==> src/rtl/l2_port_arbiter.sv <==
// Round-robin arbiter that shares the single L1-side port of the L2 cache between two cores.
// One transaction is in flight at a time: grant, issue to L2, track L2_busy, then respond.
module l2_port_arbiter #(
    parameter int n        = 32,
    parameter int ACK_WAIT = 4
) (
    input  logic          clk,
    input  logic          reset,
    input  logic [14:0]   core0_word_address,
    input  logic [14:0]   core1_word_address,
    input  logic [n-1:0]  core0_wdata,
    input  logic [n-1:0]  core1_wdata,
    input  logic          core0_read_request,
    input  logic          core0_write_request,
    input  logic          core1_read_request,
    input  logic          core1_write_request,
    output logic [n-1:0]  core0_rdata,
    output logic [n-1:0]  core1_rdata,
    output logic          core0_done,
    output logic          core1_done,
    output logic          core0_busy,
    output logic          core1_busy,
    output logic [14:0]   L1_word_address,
    output logic [n-1:0]  L1_wdata,
    output logic          L1_read_request,
    output logic          L1_write_request,
    input  logic [n-1:0]  L1_rdata,
    input  logic          L2_busy,
    output logic [31:0]   arb_stat0,
    output logic [31:0]   arb_stat1,
    output logic [1:0]    arb_state
);

    // Core side: a core holds its read/write request level until it sees its one-cycle
    // done pulse; busy is high from grant to done. L2 side: the registered request stays
    // high until L2_busy has risen and fallen again, or ACK_WAIT+1 idle samples pass.
    typedef enum logic [1:0] {
        IDLE  = 2'd0,
        ISSUE = 2'd1,
        WAIT  = 2'd2,
        RESP  = 2'd3
    } state_t;

    localparam logic [3:0] ACK_LIMIT = 4'(ACK_WAIT);

    state_t      state;
    state_t      state_next;
    logic        req0;
    logic        req1;
    logic        grant_valid;
    logic        grant_sel;
    logic        wr_sel;
    logic        owner;
    logic        last_grant;
    logic        resp_entry;
    logic [3:0]  wait_cnt;

    assign req0      = core0_read_request | core0_write_request;
    assign req1      = core1_read_request | core1_write_request;
    assign arb_state = state;

    always_comb begin
        state_next  = state;
        grant_valid = 1'b0;
        grant_sel   = 1'b0;
        case (state)
            IDLE: begin
                if (req0 && req1) begin
                    grant_valid = 1'b1;
                    grant_sel   = ~last_grant;
                end else if (req0) begin
                    grant_valid = 1'b1;
                end else if (req1) begin
                    grant_valid = 1'b1;
                    grant_sel   = 1'b1;
                end
                if (grant_valid) state_next = ISSUE;
            end
            ISSUE: begin
                if (L2_busy) state_next = WAIT;
                else if (wait_cnt == ACK_LIMIT) state_next = RESP;
            end
            WAIT: begin
                if (!L2_busy) state_next = RESP;
            end
            RESP:    state_next = IDLE;
            default: state_next = IDLE;
        endcase
    end

    assign resp_entry = (state != RESP) && (state_next == RESP);
    // A simultaneous read and write from one core is treated as a write.
    assign wr_sel     = grant_sel ? core1_write_request : core0_write_request;

    always_ff @(posedge clk or negedge reset) begin
        if (!reset) begin
            state            <= IDLE;
            owner            <= 1'b0;
            last_grant       <= 1'b1;
            wait_cnt         <= '0;
            L1_word_address  <= '0;
            L1_wdata         <= '0;
            L1_read_request  <= 1'b0;
            L1_write_request <= 1'b0;
            core0_busy       <= 1'b0;
            core1_busy       <= 1'b0;
            core0_done       <= 1'b0;
            core1_done       <= 1'b0;
            core0_rdata      <= '0;
            core1_rdata      <= '0;
            arb_stat0        <= '0;
            arb_stat1        <= '0;
        end else begin
            state      <= state_next;
            core0_done <= resp_entry && !owner;
            core1_done <= resp_entry && owner;
            if (grant_valid) begin
                owner            <= grant_sel;
                wait_cnt         <= '0;
                L1_word_address  <= grant_sel ? core1_word_address : core0_word_address;
                L1_wdata         <= grant_sel ? core1_wdata : core0_wdata;
                L1_write_request <= wr_sel;
                L1_read_request  <= ~wr_sel;
                core0_busy       <= ~grant_sel;
                core1_busy       <= grant_sel;
            end
            if (state == ISSUE && state_next == ISSUE) begin
                wait_cnt <= wait_cnt + 4'd1;
            end
            if (resp_entry) begin
                L1_read_request  <= 1'b0;
                L1_write_request <= 1'b0;
                core0_busy       <= 1'b0;
                core1_busy       <= 1'b0;
                last_grant       <= owner;
                if (!owner) begin
                    arb_stat0 <= arb_stat0 + 32'd1;
                    if (L1_read_request) core0_rdata <= L1_rdata;
                end else begin
                    arb_stat1 <= arb_stat1 + 32'd1;
                    if (L1_read_request) core1_rdata <= L1_rdata;
                end
            end
        end
    end

endmodule

==> config.mk <==
export PLATFORM = sky130hd
export DESIGN_NAME = l2_port_arbiter
export DESIGN_NICKNAME = d
export VERILOG_FILES = /design/src/rtl/l2_port_arbiter.sv
export SDC_FILE = /design/constraint.sdc
export NUM_CORES = 1
export LEC_CHECK = 0
export CAP_MARGIN = 20
export CORE_UTILIZATION = 35
export CTS_CLUSTER_DIAMETER = 200
export CTS_CLUSTER_SIZE = 14
export DETAILED_ROUTE_END_ITERATION = 8
export PLACE_DENSITY_LB_ADDON = 0.1
export SKIP_LAST_GASP = 1
export SLEW_MARGIN = 20
export SYNTH_ARGS = -nofsm -noshare
export SYNTH_HDL_FRONTEND = slang
export SYNTH_SLANG_ARGS = --single-unit
==> constraint.sdc <==
create_clock -name clk -period 4.52 [get_ports clk]
set_input_delay 0.678 -clock clk [delete_from_list [all_inputs] [get_ports clk]]
set_output_delay 0.678 -clock clk [all_outputs]
set_load 0.02 [all_outputs]
Word level (Yosys, flattened, before mapping):

Cells that the tools add are included.

* add/subtract/negate cells: 3
* eq/ne operators: 7
* multiplexer cells: 26
* bitwise operators: 6
* reduce and logical (&&, ||, !) cells: 13

Operators by type and width (count)
* $add 32x1->32 const B: 2
* $mux 32: 1
* $mux 1: 17
* $mux 15: 1
* $mux 2: 4
* $mux 4: 2
* $pmux 2 s4: 1
* $eq 2x2->1 const B: 3
* $reduce_and 3->1: 2
* $logic_and 1x1->1: 5
* $add 4x1->4 const B: 1
* $eq 2x1->1 const B: 2
* $eq 4x3->1 const B: 1
* $not 1->1: 4
* $reduce_and 2->1: 2
* $reduce_bool 2->1: 2
* $logic_not 2->1: 1
* $ne 2x2->1 const B: 1
* $or 1x1->1: 2
* $logic_not 1->1: 1

* flip-flop bits (word level): 189
* input port bits: 133
* output and inout port bits: 183

Logic depth before layout (Yosys ltp):

Gate-level depths: netlist of run 1.

* depth in word-level cells: 10
* gate-level depth with buffers: 9
* mapped depth without buffers: 7

Worst setup path before layout of run 1:

No wires, ideal clock.

* path type: input -> register
* start point: input port L2_busy
* end point: register core1_rdata[10]
* library setup time: 0.128 ns
* data arrival time: 2.004 ns
* required time: 4.392 ns
* setup slack: 2.388 ns
* stages: 7
* buffers on the path: 2
* cell sequence: buf_2 -> and4bb_1 -> a21oi_2 -> inv_2 -> nand2_1 -> buf_4 -> mux2_1

* longest elaborated chain between the ends: 5
* elaborated cells between the ends (all ways): 6

Ends and longest elaborated chain
* start: declaration: line 28 `input logic L2_busy,`
* $mux 2 (on tied branches): line 84, 80
* $pmux 2 s4 (*): line 66 `case (state)`
* $eq 2x2->1 (*): line 91 `assign resp_entry = (state != RESP) && (state_next == RESP);`
* $logic_and 1x1->1 (*): line 91
* $reduce_and 3->1 (no line) (*)
* end signal: assignment: line 141 `if (L1_read_request) core1_rdata <= L1_rdata;`
* end: declaration: line 18 `output logic [n-1:0] core1_rdata,`

Mark *: on every way between the ends. The rest lies on a longest branch, timed or not.
A chain may end at the register's enable or synchronous reset.

Worst setup path after layout of run 1:

* start point: input port L2_busy
* end point: register core0_rdata[21]

* longest elaborated chain between the ends: 5
* elaborated cells between the ends (all ways): 6

Ends and longest elaborated chain
* $mux 2 (on tied branches): line 84, 80
* $pmux 2 s4 (*): line 66
* $eq 2x2->1 (*): line 91
* $logic_and 1x1->1 (*): line 91
* $reduce_and 3->1 (no line) (*)
* end signal: assignment: line 138 `if (L1_read_request) core0_rdata <= L1_rdata;`
* end: declaration: line 17 `output logic [n-1:0] core0_rdata,`

Marked as above.

==> results.sh, run 1 <==
export IMPL_synth_flop_cell="dfrtp_1"
export IMPL_fin_worst_skew_ns=0.0166
export IMPL_cts_setup_buffers=0
export IMPL_crit_chain="clkdlybuf4s50_1 -> nor4b_2 -> a21oi_4 -> clkinv_2 -> nand2_2 -> mux2_1"
export IMPL_viasPerCell=4.71
export IMPL_via_count=6229
export IMPL_worst_endpoint_arrival_ns=3.35
export IMPL_drive_gt1_frac=0.0608
export IMPL_critPathKind="in -> reg"
export IMPL_seqPwrFrac=0.364
export IMPL_die_y_um=156
export IMPL_dr_pass1_iters=4
export IMPL_cts_buffers=17
export IMPL_dp_hpwl_mm=15.6
export IMPL_outcome="finished, final reports clean"
export IMPL_htree_num_levels=4
export IMPL_wire_per_inst_um=16.5
export IMPL_cp_max_fo=32
export IMPL_synth_common_cells="188 x dfrtp_1, 76 x nand2_1, 62 x mux2_1, 53 x o21ai_0, 48 x mux2i_1"
export IMPL_die_area_um2=24400
export IMPL_ys_seq_elements=189
export IMPL_synth_top_family_by_area="multiplexers"
export IMPL_hold_path_class="in -> async"
export IMPL_fin_cells=1323
export IMPL_ys_warnings_count=0
export IMPL_clockPowerShare=0.225
export IMPL_finalWirelength_mm=21.8
export IMPL_synth_cell_type_count=47
export IMPL_final_max_slew_viol_count=0
export IMPL_n_fill_cell=2140
export IMPL_crit_slowest_cell="nand2_2"
export IMPL_netlist_area_leader_share=0.566
export IMPL_grt_pass1_wl_mm=34.4
export IMPL_syn_nets=822
export IMPL_track_usage=0.183
export IMPL_die_w_um=156
export IMPL_start_kind="input port"
export IMPL_min_period_ns=3.04
export IMPL_hold_viol_final=0
export IMPL_antenna_found_initial=1
export IMPL_switchingPower_uw=2560
export IMPL_rsz0062_at_grt="no"
export IMPL_combinationalPowerShare=0.411
export IMPL_fin_util=0.529
export IMPL_io_buffers=315
export IMPL_ys_top_cells_by_area="dfrtp_1 57%, mux2_1 8.4%, mux2i_1 5.8%"
export IMPL_synth_edff_count=0
export IMPL_synth_seq_area_share=0.569
export IMPL_root_buffer="clkbuf_16"
export IMPL_drc_errors=0
export IMPL_cp_end_kind="flop"
export IMPL_yosysMostFrequentCell="dfrtp_1"
export IMPL_pre_cts_ws_ns=0.988
export IMPL_synth_xor_area_share=0.0653
export IMPL_required_ns=4.83
export IMPL_clk_latency_ns=0.43
export IMPL_synthArstFlopShare=1.00
export IMPL_slowest_delay_ns=0.72
export IMPL_grt_remaining_overflow=0
export IMPL_cts_tree="yes"
export IMPL_slew_headroom=0.378
export IMPL_finalNetCount=1127
export IMPL_synth_area_mux_share=0.144
export IMPL_path_clk_slew_ns=0.08
export IMPL_tightest_slew_ns=0.933
export IMPL_postCtsHoldBufs=0
export IMPL_dp_cells=1290
export IMPL_synth_simple_area_share=0.142
export IMPL_synth_cells=685
export IMPL_vdd_drop_max_mv=0.256
export IMPL_core_region_area_um2=23400
export IMPL_areaGrowthSynthToFinish_pct=48.8
export IMPL_power_density_nw_per_um2=566
export IMPL_synth_compound_area_share=0.0451
export IMPL_synthAdderAreaFrac=0.00602
export IMPL_drt_iter0_drc=269
export IMPL_start_util=0.355
export IMPL_sw_frac_of_total=0.366
export IMPL_cts_max_path_buffers=2
export IMPL_fin_setup_tns_ns=0
export IMPL_io_pins=316
export IMPL_fmax_mhz=329
export IMPL_setup_viol=0
export IMPL_yosysTopAreaCell="dfrtp_1"
export IMPL_regToRegSetupSlack_ns=1.59
export IMPL_syn_area_um2=8320
export IMPL_timing_final_ws_setup_ns=1.48
export IMPL_grt_max_degree=111
export IMPL_ant_nets=0
export IMPL_cellLeakagePower_uw=0.00560
export IMPL_cap_violations=0
export IMPL_cts_resized=0
export IMPL_cts_sinks=189
export IMPL_fin_crit_sh=0.673
export IMPL_syn_area_per_cell_um2=12.1
export IMPL_grt_pass1_vias=6159
export IMPL_p_int_uw=4440
export IMPL_place_congestion=0.752
export IMPL_rows=56
## logic make-up (layout without fill, tap and decap cells)
family / count (synthesis) / in the layout
AOI/OAI and AO/OA: 65 / 65
buffers and inverters: 48 / 366
xor gates and xnor gates: 62 / 62
DFF: 189 / 189
muxes: 112 / 112
other: 0 / 1
and+or+nand+nor: 205 / 205
adders and majority gates: 4 / 4
## critical path: cells and delay by family
kind	cells	cell delay [ns]
mux	1	0.39
simple gates	2	0.84
buf+inv	2	0.92
compound gates	1	0.47
## sequential cells by signal (all words and copies together), names as in the netlist
register / cells
arb_stat1: 32
core0_rdata: 32
core0_busy: 1
L1_wdata: 32
owner: 1
L1_word_address: 15
L1_read_request: 1
arb_stat0: 32
core1_done: 1
L1_write_request: 1
last_grant: 1
core1_busy: 1
arb_state: 2
core1_rdata: 32
core0_done: 1
wait_cnt: 4
## layout by cell type (no fill, tap or decap), types with 4 or more instances in the layout
cell	Yosys	routed
nand3_1	23	23
mux2i_1	48	48
xnor2_1	31	31
nand4_1	26	26
clkdlybuf4s50_1	0	314
inv_8	0	4
o21ai_0	53	53
inv_1	12	12
buf_4	4	4
xor2_1	31	31
nor3b_1	4	4
nor4b_1	6	6
nor4_1	13	13
clkbuf_16	0	17
nor3_1	9	9
nor4_2	9	9
and3_1	5	5
nor2_1	7	7
and4_1	9	9
nand2_1	76	76
mux2_1	62	62
ha_1	4	4
dfrtp_1	188	188
## metrics by stage
stage | hold WS, ns | power [uW] | cell area (um2)
2_1_floorplan | 0.382 | 4030 | 8320
3_3_place_gp | 0.457 | 5480 | 11700
3_5_place_dp | 0.461 | 5520 | 11700
4_1_cts | 0.396 | 7120 | 12400
5_1_grt | 0.428 | 7410 | 12400
6_report | 0.362 | 7000 | 12400
## power groups by stage
stage	registers (uW)	clock network, uW	logic, uW
floorplan	3160	0	871
global placement	2570	0	2910
detailed placement	2580	0	2930
CTS	2560	1620	2940
global route	2630	1690	3100
finish	2550	1570	2880
## routing by layer
layer | vias to the layer above | wire [um] | global-route usage
li1 | 3035 | - | -
met1 | 2982 | 9540 | 0.232
met5 | - | 0 | 0
met3 | 21 | 1400 | 0.0458
met4 | 0 | 344 | 0.0672
met2 | 191 | 10500 | 0.300
## final timing paths
path | to | cells past startpoint | start
setup reg to reg | core0_rdata[21] | 7 | wait_cnt[0]
setup / recovery | core0_rdata[21] | 6 | L2_busy
min in group clk | arb_stat0[31] | 1 | arb_stat0[31]
max in group asynchronous | arb_stat0[6] | 2 | reset
hold reg to reg | arb_stat0[31] | 1 | arb_stat0[31]
hold / removal | core1_rdata[12] | 1 | reset
## area by class of cell
cell class | instances | area [um2] | area share
Clock inverter | 15 | 200 | 0.0162
Inverter | 14 | 53.8 | 0.00435
Clock buffer | 17 | 425 | 0.0344
Multi-Input combinational cell | 448 | 3360 | 0.271
Sequential cell | 189 | 4730 | 0.382
Antenna cell | 1 | 2.50 | 0.000202
Timing Repair Buffer | 320 | 3210 | 0.259
Tap cell | 319 | 399 | 0.0322
Power figures use the tool's default switching activity.
==> run 2, diff against run 1 <==
Clock period 4.52 ns to 3.2 ns, I/O delays scaled along.
==> run 2 against run 1 <==
  * Register-to-register slack lost 0.66 ns
  * Sequential share of layout area down 0.39 points
  * Combinational power increased by 44%
  * Via count grew 1.0%
  * Power rose by 43%
  * Clock-buffer cell count did not move
  * Critical path depth increased by 2
  * Worst hold slack lost 0.30 ns
  * Routed wire length up 1.6%
  * Non-clock buffer count rose by 10
  * Largest cell class unchanged
==> results.sh, run 2 (synthesis results as in run 1) <==
export IMPL_finalNetCount=1137
export IMPL_cts_tree="yes"
export IMPL_dp_hpwl_mm=16.1
export IMPL_min_period_ns=2.27
export IMPL_fin_setup_tns_ns=0
export IMPL_fin_worst_skew_ns=0.0165
export IMPL_areaGrowthSynthToFinish_pct=50.4
export IMPL_rows=56
export IMPL_drt_iter0_drc=216
export IMPL_finalWirelength_mm=22.1
export IMPL_grt_max_degree=82
export IMPL_cp_end_kind="flop"
export IMPL_die_y_um=156
export IMPL_grt_pass1_vias=6204
export IMPL_cts_max_path_buffers=2
export IMPL_io_pins=316
export IMPL_rsz0062_at_grt="no"
export IMPL_grt_pass1_wl_mm=34.9
export IMPL_antenna_found_initial=2
export IMPL_start_kind="flop"
export IMPL_viasPerCell=4.72
export IMPL_hold_path_class="in -> async"
export IMPL_cap_violations=0
export IMPL_final_common_cell="clkdlybuf4s50_1"
export IMPL_track_usage=0.187
export IMPL_drc_errors=0
export IMPL_layout_common_cells="314 x clkdlybuf4s50_1, 188 x dfrtp_1, 76 x nand2_1, 62 x mux2_1, 53 x o21ai_0"
export IMPL_via_count=6294
export IMPL_fmax_mhz=440
export IMPL_start_util=0.355
export IMPL_die_w_um=156
export IMPL_postCtsHoldBufs=0
export IMPL_tightest_slew_ns=0.730
export IMPL_grt_remaining_overflow=0
export IMPL_path_clk_slew_ns=0.08
export IMPL_cts_buffers=17
export IMPL_outcome="finished, final reports clean"
export IMPL_fin_crit_sh=0.710
export IMPL_cts_sinks=189
export IMPL_final_max_slew_viol_count=0
export IMPL_htree_num_levels=4
export IMPL_dr_pass1_iters=7
export IMPL_vdd_drop_max_mv=0.410
export IMPL_power_density_nw_per_um2=802
export IMPL_die_area_um2=24400
export IMPL_pre_cts_ws_ns=0.520
export IMPL_drive_gt1_frac=0.0701
export IMPL_cp_max_fo=32
export IMPL_finalInstanceArea_um2=12500
export IMPL_cts_setup_buffers=0
export IMPL_place_congestion=0.739
export IMPL_required_ns=3.51
export IMPL_slew_headroom=0.509
export IMPL_root_buffer="clkbuf_16"
export IMPL_critPathKind="reg -> reg"
export IMPL_setup_viol=0
export IMPL_hold_viol_final=0
export IMPL_io_buffers=315
export IMPL_placed_area_um2=11900
export IMPL_ant_nets=0
export IMPL_worst_endpoint_arrival_ns=2.58
export IMPL_p_total_uw=10000
export IMPL_timing_final_ws_setup_ns=0.929
export IMPL_core_region_area_um2=23400
export IMPL_cts_resized=0
export IMPL_wire_per_inst_um=16.6
export IMPL_clk_latency_ns=0.43
export IMPL_cellLeakagePower_uw=0.00567
export IMPL_reg2reg_depth=8
run 2: path summary, 6_finish.rpt:
| path | startpoint | end | slack, ns |
|---|---|---|---|
| worst max-delay path | wait_cnt[0] | core0_rdata[31] | 0.93 |
| worst min-delay path | reset | core0_rdata[15] | 0.06 |
| worst max register to register | wait_cnt[0] | core0_rdata[31] | 0.93 |
| worst min register to register | arb_stat1[31] | arb_stat1[31] | 0.47 |
| max in group asynchronous | reset | core0_rdata[7] | 2.28 |
| min in group clk | arb_stat1[31] | arb_stat1[31] | 0.47 |
run 2: cell type report:
type | count | area (um2)
repair buffers | 330 | 3320
well taps | 319 | 399
fillers | 2132 | 10900
inverters | 14 | 53.8
multi-input cells | 448 | 3360
diodes | 2 | 5.00
clock buffers | 17 | 425
flip-flops and latches | 189 | 4730
clock inverters | 15 | 213
run 2: worst max-delay path: stages, from the launching register on:
cell and delay [ns]:
dfrtp_1 0.41, inv_1 0.06, ha_1 0.19, and3b_1 0.28, a21oi_4 0.17, clkinv_2 0.14, nand2_2 0.09, buf_4 0.40
mux2_1 0.37
run 2: power by group:
part / switching (uW) / internal [uW]
Sequential: 461 / 3130
Combinational: 2160 / 2000
Clock: 1050 / 1210
Total: 3680 / 6340
run 2: through the flow:
step | hold WS (ns) | utilization | cells
6_report | 0.0648 | 0.534 | 1334
5_1_grt | 0.111 | 0.534 | 1333
4_1_cts | 0.0922 | 0.534 | 1332
3_5_place_dp | 0.460 | 0.507 | 1300
3_3_place_gp | 0.455 | 0.507 | 1300
2_1_floorplan | 0.184 | - | 685
run 2: layer usage:
layer,vias up,track usage,wire (um)
li1,3059,-,-
met1,3021,0.238,9810
met2,203,0.306,10500
met3,11,0.0575,1570
met4,0,0.0542,206
met5,-,0,0
==> run 3, diff against run 2 <==
Clock period 3.2 ns to 2 ns, I/O delays scaled along.
==> run 3 against run 2 <==
  * Via count up 1.2%
  * Cell area grew 1.8%
  * First-iteration DRC count shrank 4.6%
  * Final cell count increased by 1.3%
  * Utilization grew 0.97 points
  * Power rose by 59%
  * Largest cell class unchanged
  * Non-clock buffer count rose by 20
  * Critical path type is now reg -> out
  * Worst hold slack better by 0.32 ns
  * Die area stayed put
  * Routed wire length is 1.9% higher
  * Worst setup slack worse by 0.87 ns
==> results.sh, run 3 (synthesis results as in run 1) <==
export IMPL_power_density_nw_per_um2=1250
export IMPL_finalWirelength_mm=22.5
export IMPL_crit_slowest_cell="clkdlybuf4s50_1"
export IMPL_drive_gt1_frac=0.0920
export IMPL_cts_buffers=17
export IMPL_hold_path_class="in -> async"
export IMPL_rsz0062_at_grt="yes"
export IMPL_final_common_cell="clkdlybuf4s50_1"
export IMPL_areaGrowthSynthToFinish_pct=53.1
export IMPL_die_y_um=156
export IMPL_wire_per_inst_um=16.7
export IMPL_path_buf_inv=1
export IMPL_cap_violations=0
export IMPL_start_kind="flop"
export IMPL_drc_errors=0
export IMPL_die_w_um=156
export IMPL_io_pins=316
export IMPL_grt_pass1_wl_mm=35.1
export IMPL_via_count=6370
export IMPL_cts_sinks=189
export IMPL_dr_pass1_iters=5
export IMPL_cts_tree="yes"
export IMPL_clk_latency_ns=0.44
export IMPL_grt_max_degree=53
export IMPL_start_util=0.355
export IMPL_cp_depth=1
export IMPL_ant_nets=0
export IMPL_slew_headroom=0.700
export IMPL_fin_worst_skew_ns=0.0192
export IMPL_critical_path_top_delay_family="buffers and inverters"
export IMPL_holdWs_ns=0.382
export IMPL_placed_area_um2=12100
export IMPL_cts_setup_buffers=0
export IMPL_reg2reg_depth=8
export IMPL_critPathKind="reg -> out"
export IMPL_dp_hpwl_mm=16.5
export IMPL_worst_endpoint_arrival_ns=1.64
export IMPL_diodes=0
export IMPL_finalInstanceArea_um2=12700
export IMPL_slowest_delay_ns=0.77
export IMPL_grt_remaining_overflow=0
export IMPL_antenna_found_initial=0
export IMPL_htree_num_levels=4
export IMPL_root_buffer="clkbuf_16"
export IMPL_cts_max_path_buffers=2
export IMPL_cp_max_fo=4
export IMPL_fmax_mhz=515
export IMPL_reg2reg_to="core0_rdata[3]"
export IMPL_crit_chain="clkdlybuf4s50_1"
export IMPL_place_congestion=0.766
export IMPL_viasPerCell=4.71
export IMPL_outcome="finished, final reports clean"
export IMPL_min_period_ns=1.94
export IMPL_hold_viol_final=0
export IMPL_regToRegSetupSlack_ns=0.09
export IMPL_fin_cells=1352
export IMPL_io_buffers=315
export IMPL_path_clk_slew_ns=0.08
export IMPL_p_total_uw=16000
export IMPL_track_usage=0.188
export IMPL_core_region_area_um2=23400
export IMPL_tightest_slew_ns=0.450
export IMPL_grt_pass1_vias=6277
export IMPL_setup_viol=0
export IMPL_cp_end_kind="primary output"
export IMPL_fin_crit_sh=0.971
export IMPL_drt_iter0_drc=206
export IMPL_finalNetCount=1157
export IMPL_final_max_slew_viol_count=0
export IMPL_die_area_um2=24400
export IMPL_worstReg2RegStart="wait_cnt[0]"
export IMPL_vdd_drop_max_mv=0.642
export IMPL_cellLeakagePower_uw=0.00581
export IMPL_layout_common_cells="313 x clkdlybuf4s50_1, 188 x dfrtp_1, 75 x nand2_1, 62 x mux2_1, 53 x o21ai_0"
export IMPL_rows=56
export IMPL_required_ns=1.70
export IMPL_fin_setup_tns_ns=0
export IMPL_dp_cells=1317
[run 3: changes by cell type in the layout (fill, tap and decap cells not counted), moves of 2 or more]
cell	change
buf_12	+5
buf_4	+12
inv_6	+2
diode_2	-2
clkinvlp_4	+2
clkbuf_16	+2
inv_8	-3
nor4b_2	+3
nor4b_1	-3
bufinv_16	-2
[run 3: final cells by class]
| cell class | count | area [um2] |
|---|---|---|
| clock buffers | 18 | 439 |
| flip-flops and latches | 189 | 4730 |
| repair buffers | 350 | 3570 |
| fillers | 2146 | 10700 |
| multi-input cells | 448 | 3390 |
| clock inverters | 14 | 148 |
| inverters | 14 | 53.8 |
| well taps | 319 | 399 |
[run 3: what timing repair did]
item                                    4_1_cts  5_1_grt
gates resized for setup                       0        7
endpoints found under the hold margin        46        0
endpoints found under the setup margin        0        9
hold buffers                                  1        0
[run 3: routing by layer]
layer | vias to the layer above | track usage | wire, um
met4 | 0 | 0.0593 | 377
met1 | 3051 | 0.245 | 10100
met3 | 22 | 0.0494 | 1320
met2 | 194 | 0.304 | 10700
li1 | 3103 | - | -
met5 | - | 0 | 0
[run 3: where the power goes]
group | total [uW] | internal, uW | switching (uW)
clock | 3350 | 1700 | 1650
combinational | 6880 | 3350 | 3540
sequential | 5730 | 5010 | 713
[run 3: per-stage QoR]
stage	setup slack [ns]	util
2_1_floorplan	0.0327	-
3_3_place_gp	-0.168	0.515
3_5_place_dp	-0.223	0.515
4_1_cts	0.0297	0.540
5_1_grt	-0.0324	0.544
6_report	0.0578	0.544
[run 3: how the worst max path moves through the flow]
stage | start | to
final | L1_read_request | L1_read_request
after global routing | L1_read_request | L1_read_request
after CTS | arb_state[1] | arb_state[1]
after detailed placement | L2_busy | core0_rdata[19]
after global placement | L2_busy | core0_rdata[30]
after floorplan | wait_cnt[0] | core0_rdata[0]
